File: src/rtl/data_cache_ctrl.sv
// rtl/data_cache_ctrl.sv - direct-mapped write-back write-allocate data cache controller (optional stats: DATA_CACHE_STATS_EN)
module data_cache_ctrl #(
    parameter int NUM_LINES      = 8,
    parameter int WORDS_PER_LINE = 4,
    parameter int ADDR_W         = 32
) (
    input  logic              CLK,
    input  logic              RESET,
    input  logic [ADDR_W-1:0] Address,
    input  logic [31:0]       Write_Data,
    input  logic              MemRead,
    input  logic              MemWrite,
    output logic [31:0]       Read_data,
    output logic              Stall,
    output logic [ADDR_W-1:0] Mem_Address,
    output logic [31:0]       Mem_Write_Data,
    output logic              Mem_MemWrite,
    output logic              Mem_MemRead,
    input  logic [31:0]       Mem_Read_data
`ifdef DATA_CACHE_STATS_EN
    ,
    output logic [15:0]       Hit_count,
    output logic [15:0]       Miss_count
`endif
);

    localparam int IDX_W = $clog2(NUM_LINES);
    localparam int OFF_W = $clog2(WORDS_PER_LINE);
    localparam int TAG_W = ADDR_W - IDX_W - OFF_W - 2;
    localparam logic [OFF_W-1:0] CNT_LAST = OFF_W'(WORDS_PER_LINE - 1);
    localparam logic [OFF_W-1:0] CNT_ONE  = OFF_W'(1);

    typedef enum logic [1:0] {COMPARE, WRITEBACK, ALLOCATE} state_t;

    state_t             state, next_state;
    logic [OFF_W-1:0]   cnt, next_cnt;
    logic [NUM_LINES-1:0] valid, dirty;
    logic [TAG_W-1:0]   tag_mem  [NUM_LINES];
    logic [31:0]        data_mem [NUM_LINES*WORDS_PER_LINE];

    logic [OFF_W-1:0]   req_off;
    logic [IDX_W-1:0]   req_idx;
    logic [TAG_W-1:0]   req_tag;
    logic               req, hit;
    logic               store_hit, miss, fill_we, fill_last, wb_last;
    logic               unused_byte;

    assign req_off     = Address[OFF_W+1:2];
    assign req_idx     = Address[OFF_W+IDX_W+1:OFF_W+2];
    assign req_tag     = Address[ADDR_W-1:OFF_W+IDX_W+2];
    assign req         = MemRead | MemWrite;
    assign hit         = valid[req_idx] && (tag_mem[req_idx] == req_tag);
    assign unused_byte = &{1'b0, Address[1:0]};

    // State and burst counter; valid/dirty bookkeeping for the indexed line
    always_ff @(posedge CLK) begin
        if (!RESET) begin
            state <= COMPARE;
            cnt   <= '0;
            valid <= '0;
            dirty <= '0;
        end else begin
            state <= next_state;
            cnt   <= next_cnt;
            if (store_hit) dirty[req_idx] <= 1'b1;
            if (wb_last)   dirty[req_idx] <= 1'b0;
            if (fill_last) begin
                valid[req_idx] <= 1'b1;
                dirty[req_idx] <= 1'b0;
            end
        end
    end

    // Data and tag arrays keep their contents across reset; writes are blocked while reset is held
    always_ff @(posedge CLK) begin
        if (RESET) begin
            if (store_hit) data_mem[{req_idx, req_off}] <= Write_Data;
            if (fill_we)   data_mem[{req_idx, cnt}]     <= Mem_Read_data;
            if (fill_last) tag_mem[req_idx]             <= req_tag;
        end
    end

    // Next-state, CPU-side results and memory burst sequencing
    always_comb begin
        next_state     = state;
        next_cnt       = cnt;
        Read_data      = '0;
        Stall          = 1'b0;
        Mem_Address    = '0;
        Mem_Write_Data = '0;
        Mem_MemWrite   = 1'b0;
        Mem_MemRead    = 1'b0;
        store_hit      = 1'b0;
        miss           = 1'b0;
        fill_we        = 1'b0;
        fill_last      = 1'b0;
        wb_last        = 1'b0;
        case (state)
            COMPARE: begin
                if (req) begin
                    if (hit) begin
                        if (MemWrite) store_hit = 1'b1;
                        else          Read_data = data_mem[{req_idx, req_off}];
                    end else begin
                        miss       = 1'b1;
                        Stall      = 1'b1;
                        next_cnt   = '0;
                        next_state = (valid[req_idx] && dirty[req_idx]) ? WRITEBACK : ALLOCATE;
                    end
                end
            end
            WRITEBACK: begin
                Stall          = 1'b1;
                Mem_MemWrite   = 1'b1;
                Mem_Address    = {tag_mem[req_idx], req_idx, cnt, 2'b00};
                Mem_Write_Data = data_mem[{req_idx, cnt}];
                if (cnt == CNT_LAST) begin
                    wb_last    = 1'b1;
                    next_state = ALLOCATE;
                    next_cnt   = '0;
                end else begin
                    next_cnt   = cnt + CNT_ONE;
                end
            end
            ALLOCATE: begin
                Stall       = 1'b1;
                Mem_MemRead = 1'b1;
                Mem_Address = {req_tag, req_idx, cnt, 2'b00};
                fill_we     = 1'b1;
                if (cnt == CNT_LAST) begin
                    fill_last  = 1'b1;
                    next_state = COMPARE;
                    next_cnt   = '0;
                end else begin
                    next_cnt   = cnt + CNT_ONE;
                end
            end
            default: begin
                next_state = COMPARE;
                next_cnt   = '0;
            end
        endcase
    end

`ifdef DATA_CACHE_STATS_EN
    logic refill_pending;

    // Saturating hit/miss counters; the hit that completes a refilled request is not a new hit
    always_ff @(posedge CLK) begin
        if (!RESET) begin
            Hit_count      <= '0;
            Miss_count     <= '0;
            refill_pending <= 1'b0;
        end else if (state == COMPARE && req) begin
            if (miss) begin
                refill_pending <= 1'b1;
                if (Miss_count != 16'hFFFF) Miss_count <= Miss_count + 16'd1;
            end else if (refill_pending) begin
                refill_pending <= 1'b0;
            end else if (Hit_count != 16'hFFFF) begin
                Hit_count <= Hit_count + 16'd1;
            end
        end
    end
`endif

endmodule
File: config.mk
export PLATFORM = sky130hd
export DESIGN_NAME = data_cache_ctrl
export DESIGN_NICKNAME = d
export VERILOG_FILES = /design/src/rtl/data_cache_ctrl.sv
export SDC_FILE = /design/constraint.sdc
export NUM_CORES = 1
export LEC_CHECK = 0
export ABC_AREA = 0
export BUFFER_PORTS_ARGS = -buffer_cell sky130_fd_sc_hd__buf_2
export CAP_MARGIN = 20
export CORE_UTILIZATION = 64
export CTS_BUF_LIST = sky130_fd_sc_hd__clkbuf_4 sky130_fd_sc_hd__clkbuf_8
export DETAILED_ROUTE_END_ITERATION = 6
export HOLD_SLACK_MARGIN = 0.06
export PLACE_DENSITY_LB_ADDON = 0.12
export SKIP_LAST_GASP = 1
export SLEW_MARGIN = 40
export SYNTH_ARGS = -nofsm -noshare
export SYNTH_HDL_FRONTEND = slang
export SYNTH_SLANG_ARGS = --single-unit
File: constraint.sdc
create_clock -name CLK -period 8.66 [get_ports CLK]
set_input_delay 1.299 -clock CLK [delete_from_list [all_inputs] [get_ports CLK]]
set_output_delay 1.299 -clock CLK [all_outputs]
set_load 0.05 [all_outputs]
==> impl_metrics.prom <==
# TYPE chip_impl_metric gauge
chip_impl_metric{name="crit_path_max_fanout",unit=""} 32
chip_impl_metric{name="arrival",unit="ps"} 5930
chip_impl_metric{name="die_h",unit="um"} 297
chip_impl_info{name="synth_flop_cell",value="sky130_fd_sc_hd__edfxtp_1"} 1
chip_impl_info{name="status",value="finished clean"} 1
chip_impl_metric{name="maxCapViolCount",unit=""} 0
chip_impl_metric{name="period_minus_slack",unit="ps"} 7220
chip_impl_metric{name="routed_via_density",unit=""} 7.33
chip_impl_metric{name="clkSlewWorstSetupHoldPaths",unit="ps"} 60
chip_impl_metric{name="place.detailed.hpwl",unit="um"} 85300
chip_impl_metric{name="grt-ovfl-total",unit=""} 0
chip_impl_metric{name="design.final.nets",unit=""} 3196
chip_impl_metric{name="layout-drive-gt1-share",unit="%"} 38.7
chip_impl_metric{name="postCtsHoldBufs",unit=""} 0
chip_impl_metric{name="async_flop_share",unit="%"} 0
chip_impl_metric{name="fillers",unit=""} 5002
chip_impl_metric{name="power.density_cell_area",unit="mW/mm^2"} 202
chip_impl_metric{name="cts-buffers-inserted",unit=""} 195
chip_impl_info{name="dominant_combinational_cell_family_by_area_after_synthesis",value="multiplexers"} 1
chip_impl_metric{name="headroom_to_the_max_slew_limit",unit="%"} 41.5
chip_impl_metric{name="syn-mean-instance-area",unit="um^2"} 19.8
chip_impl_metric{name="clk_latency",unit="ps"} 870
chip_impl_info{name="cts_tree",value="built"} 1
chip_impl_info{name="hold_path_class",value="reg -> reg"} 1
chip_impl_metric{name="global_route.usage.met3",unit="%"} 7.53
chip_impl_metric{name="initial_util",unit="%"} 65.1
chip_impl_metric{name="total_power",unit="mW"} 12.7
chip_impl_info{name="clk_root_buffer_cell",value="sky130_fd_sc_hd__clkbuf_8"} 1
chip_impl_info{name="critPathLaunchType",value="input pin"} 1
chip_impl_metric{name="yosys-mux-area-fraction",unit="%"} 23.6
chip_impl_metric{name="fmax",unit="GHz"} 0.138
chip_impl_metric{name="grt_start_max_net_pins",unit=""} 108
chip_impl_metric{name="avgRoutedWirePerCell",unit="um"} 33.7
chip_impl_info{name="grt_most_used_layer",value="met2"} 1
chip_impl_info{name="timing.setup.critical_path_class",value="in -> out"} 1
chip_impl_metric{name="synth_sequential_area_ratio",unit="%"} 66.5
chip_impl_metric{name="drt_iter0_markers",unit=""} 4037
chip_impl_metric{name="area_growth",unit="%"} 12.4
chip_impl_metric{name="synth_xor_xnor_area_share",unit="%"} 0.157
chip_impl_metric{name="vias",unit=""} 32200
chip_impl_metric{name="synth_edf_count",unit=""} 1224
chip_impl_metric{name="globalRouteMet1Util",unit="%"} 46.5
chip_impl_metric{name="final_max_slew_viol_count",unit=""} 0
chip_impl_metric{name="first_global_vias",unit=""} 33500
chip_impl_info{name="ys_top_cells_by_area",value="sky130_fd_sc_hd__edfxtp_1 66%, sky130_fd_sc_hd__mux4_2 21%, sky130_fd_sc_hd__a22oi_1 2.9%"} 1
chip_impl_metric{name="number_of_setup_buffers_added_after_cts",unit=""} 0
chip_impl_info{name="worst_setup_path_end_kind",value="output pin"} 1
chip_impl_metric{name="post_cts_resize_count",unit=""} 0
chip_impl_metric{name="yosys.area.top_type_share",unit="%"} 65.8
chip_impl_metric{name="synth-compound-area-share",unit="%"} 5.79
chip_impl_metric{name="cts_max_path_buffers",unit=""} 3
chip_impl_metric{name="global_route_met2_usage",unit="%"} 54.3
chip_impl_metric{name="tightestPinTransition",unit="ps"} 878
chip_impl_metric{name="timing.final.hold_violations",unit=""} 0
chip_impl_info{name="synth.largest_area_cell",value="sky130_fd_sc_hd__edfxtp_1"} 1
chip_impl_info{name="ys_top_cells_by_count",value="1224 x sky130_fd_sc_hd__edfxtp_1, 525 x sky130_fd_sc_hd__mux4_2, 212 x sky130_fd_sc_hd__a22oi_1"} 1
chip_impl_metric{name="clock-sinks",unit=""} 1244
chip_impl_metric{name="synthCells",unit=""} 2817
chip_impl_metric{name="setup_viol",unit=""} 0
chip_impl_metric{name="post_syn_area",unit="mm^2"} 0.0558
chip_impl_metric{name="timing.clock.skew",unit="ps"} 39.6
chip_impl_metric{name="post_synth_and_or_nand_nor_area_fraction",unit="%"} 2.11
chip_impl_metric{name="dieArea",unit="mm^2"} 0.0884
chip_impl_metric{name="synth_fa_ha_area_share",unit="%"} 0.112
chip_impl_metric{name="ys_seq_elements",unit=""} 1244
chip_impl_metric{name="drt_drc_violations_left",unit=""} 0
chip_impl_metric{name="io_pins",unit=""} 199
chip_impl_info{name="grt_setup_unrepaired",value="false"} 1
chip_impl_metric{name="total_number_of_h_tree_levels",unit=""} 4
chip_impl_metric{name="routabilityCongestion",unit=""} 0.840
chip_impl_metric{name="detail_route.wirelength",unit="um"} 148000
chip_impl_metric{name="initial_antenna_violation_count",unit=""} 2
chip_impl_metric{name="std_cell_rows",unit=""} 107
chip_impl_metric{name="final.setup.tns",unit="ps"} 0
chip_impl_metric{name="globalRouteTotalUtil",unit="%"} 34.1
chip_impl_metric{name="fp.coreArea",unit="mm^2"} 0.0858
chip_impl_metric{name="die_w",unit="um"} 297
chip_impl_metric{name="peakVddDrop",unit="mV"} 0.192
chip_impl_metric{name="ant_nets",unit=""} 0
chip_impl_metric{name="first_pass_iters",unit=""} 6
chip_impl_metric{name="number_of_buffers_added_on_ports",unit=""} 194
chip_impl_metric{name="cp.required",unit="ps"} 7360
chip_impl_metric{name="period_share",unit="%"} 83.4
chip_impl_metric{name="grt_first_pass_wirelength",unit="um"} 218000
chip_impl_metric{name="synthesis.yosys.warnings",unit=""} 0
chip_impl_info{name="yosysMostFrequentCell",value="sky130_fd_sc_hd__edfxtp_1"} 1
chip_impl_metric{name="power_leakage",unit="nW"} 19.7
chip_impl_metric{name="yosys.cell_types.count",unit=""} 66
-- flip-flops by register name (all words and copies together), names as in the netlist --
register,flops
valid,8
state,2
data_mem,1024
dirty,8
tag_mem,200
cnt,2
-- critical path, stage by stage --
cell	delay, ps
sky130_fd_sc_hd__buf_2	560
sky130_fd_sc_hd__nand2_1	670
sky130_fd_sc_hd__o22ai_1	390
sky130_fd_sc_hd__or3_1	180
sky130_fd_sc_hd__nand2_1	60
sky130_fd_sc_hd__or4_1	540
sky130_fd_sc_hd__nor4_1	650
sky130_fd_sc_hd__nand4_1	170
sky130_fd_sc_hd__buf_4	430
sky130_fd_sc_hd__a41oi_1	560
sky130_fd_sc_hd__buf_2	370
-- power by group --
| part | total (mW) | leakage (nW) | switching, mW | internal (mW) |
|---|---|---|---|---|
| sequential | 6.74 | 11.2 | 0.0182 | 6.72 |
| clock | 4.84 | 2.01 | 2.27 | 2.57 |
| combinational | 1.11 | 6.51 | 0.665 | 0.449 |
| total | 12.7 | 19.7 | 2.95 | 9.74 |
-- metal layers --
layer  routed length (um)  vias up
met5                   13        -
met4                 6050        2
met3                16300      396
met2                72900     2091
met1                52700    16800
li1                     -    12900
-- per-stage QoR --
step | hold slack, ps | util [%] | instance area, um^2 | std cells | setup slack (ps)
6_report | 447 | 73.1 | 62700 | 4393 | 1440
5_1_grt | 457 | 73.1 | 62700 | 4393 | 1230
4_1_cts | 449 | 73.0 | 62700 | 4388 | 1540
3_5_place_dp | 434 | 68.6 | 58900 | 4035 | 1560
3_3_place_gp | 428 | 68.3 | 58600 | 4024 | 1460
2_1_floorplan | 421 | - | 55800 | 2818 | 2170
-- logic make-up (layout without fill, tap and decap cells) --
family                   count (synthesis)  count (layout)
other                                    1               4
XOR/XNOR                                10              10
flip-flops                            1244            1244
AND/OR/NAND/NOR                        248             248
adder cells (fa/ha/maj)                  5               5
buffers and inverters                  230             659
AO/OA/AOI/OAI                          427             427
multiplexers                           652             652
-- path summary, 6_finish.rpt --
check                           slack (ps)               end  depth (start not counted)            from
worst min-delay path                   450          valid[6]                          1        valid[6]
worst max-delay path                  1440      Read_data[5]                         11      Address[4]
worst min register to register         450          valid[6]                          1        valid[6]
worst max register to register        3880  data_mem[24][21]                         11  tag_mem[7][12]
-- cell usage in the layout, fill, tap and decap left out, drive strengths merged, types with 60 or more instances in the layout --
cell / netlist / final
edfxtp: 1224 / 1224
mux4: 525 / 525
buf: 65 / 296
clkbuf: 155 / 279
a22oi: 213 / 213
nor2: 86 / 86
nand2: 73 / 73
mux2i: 67 / 67
clkinv: 0 / 61
mux2: 60 / 60
-- area by class of cell --
cell class	instances	area [um^2]	area share (%)
multi-input cells	1344	18100	28.8
diodes	2	5.00	0.00798
repair buffers	296	2250	3.58
well taps	1144	1430	2.28
clock inverters	74	403	0.642
flip-flops and latches	1244	37200	59.2
clock buffers	279	3390	5.40
inverters	10	37.5	0.0598
Note: power is estimated with default switching activity, not from simulation.
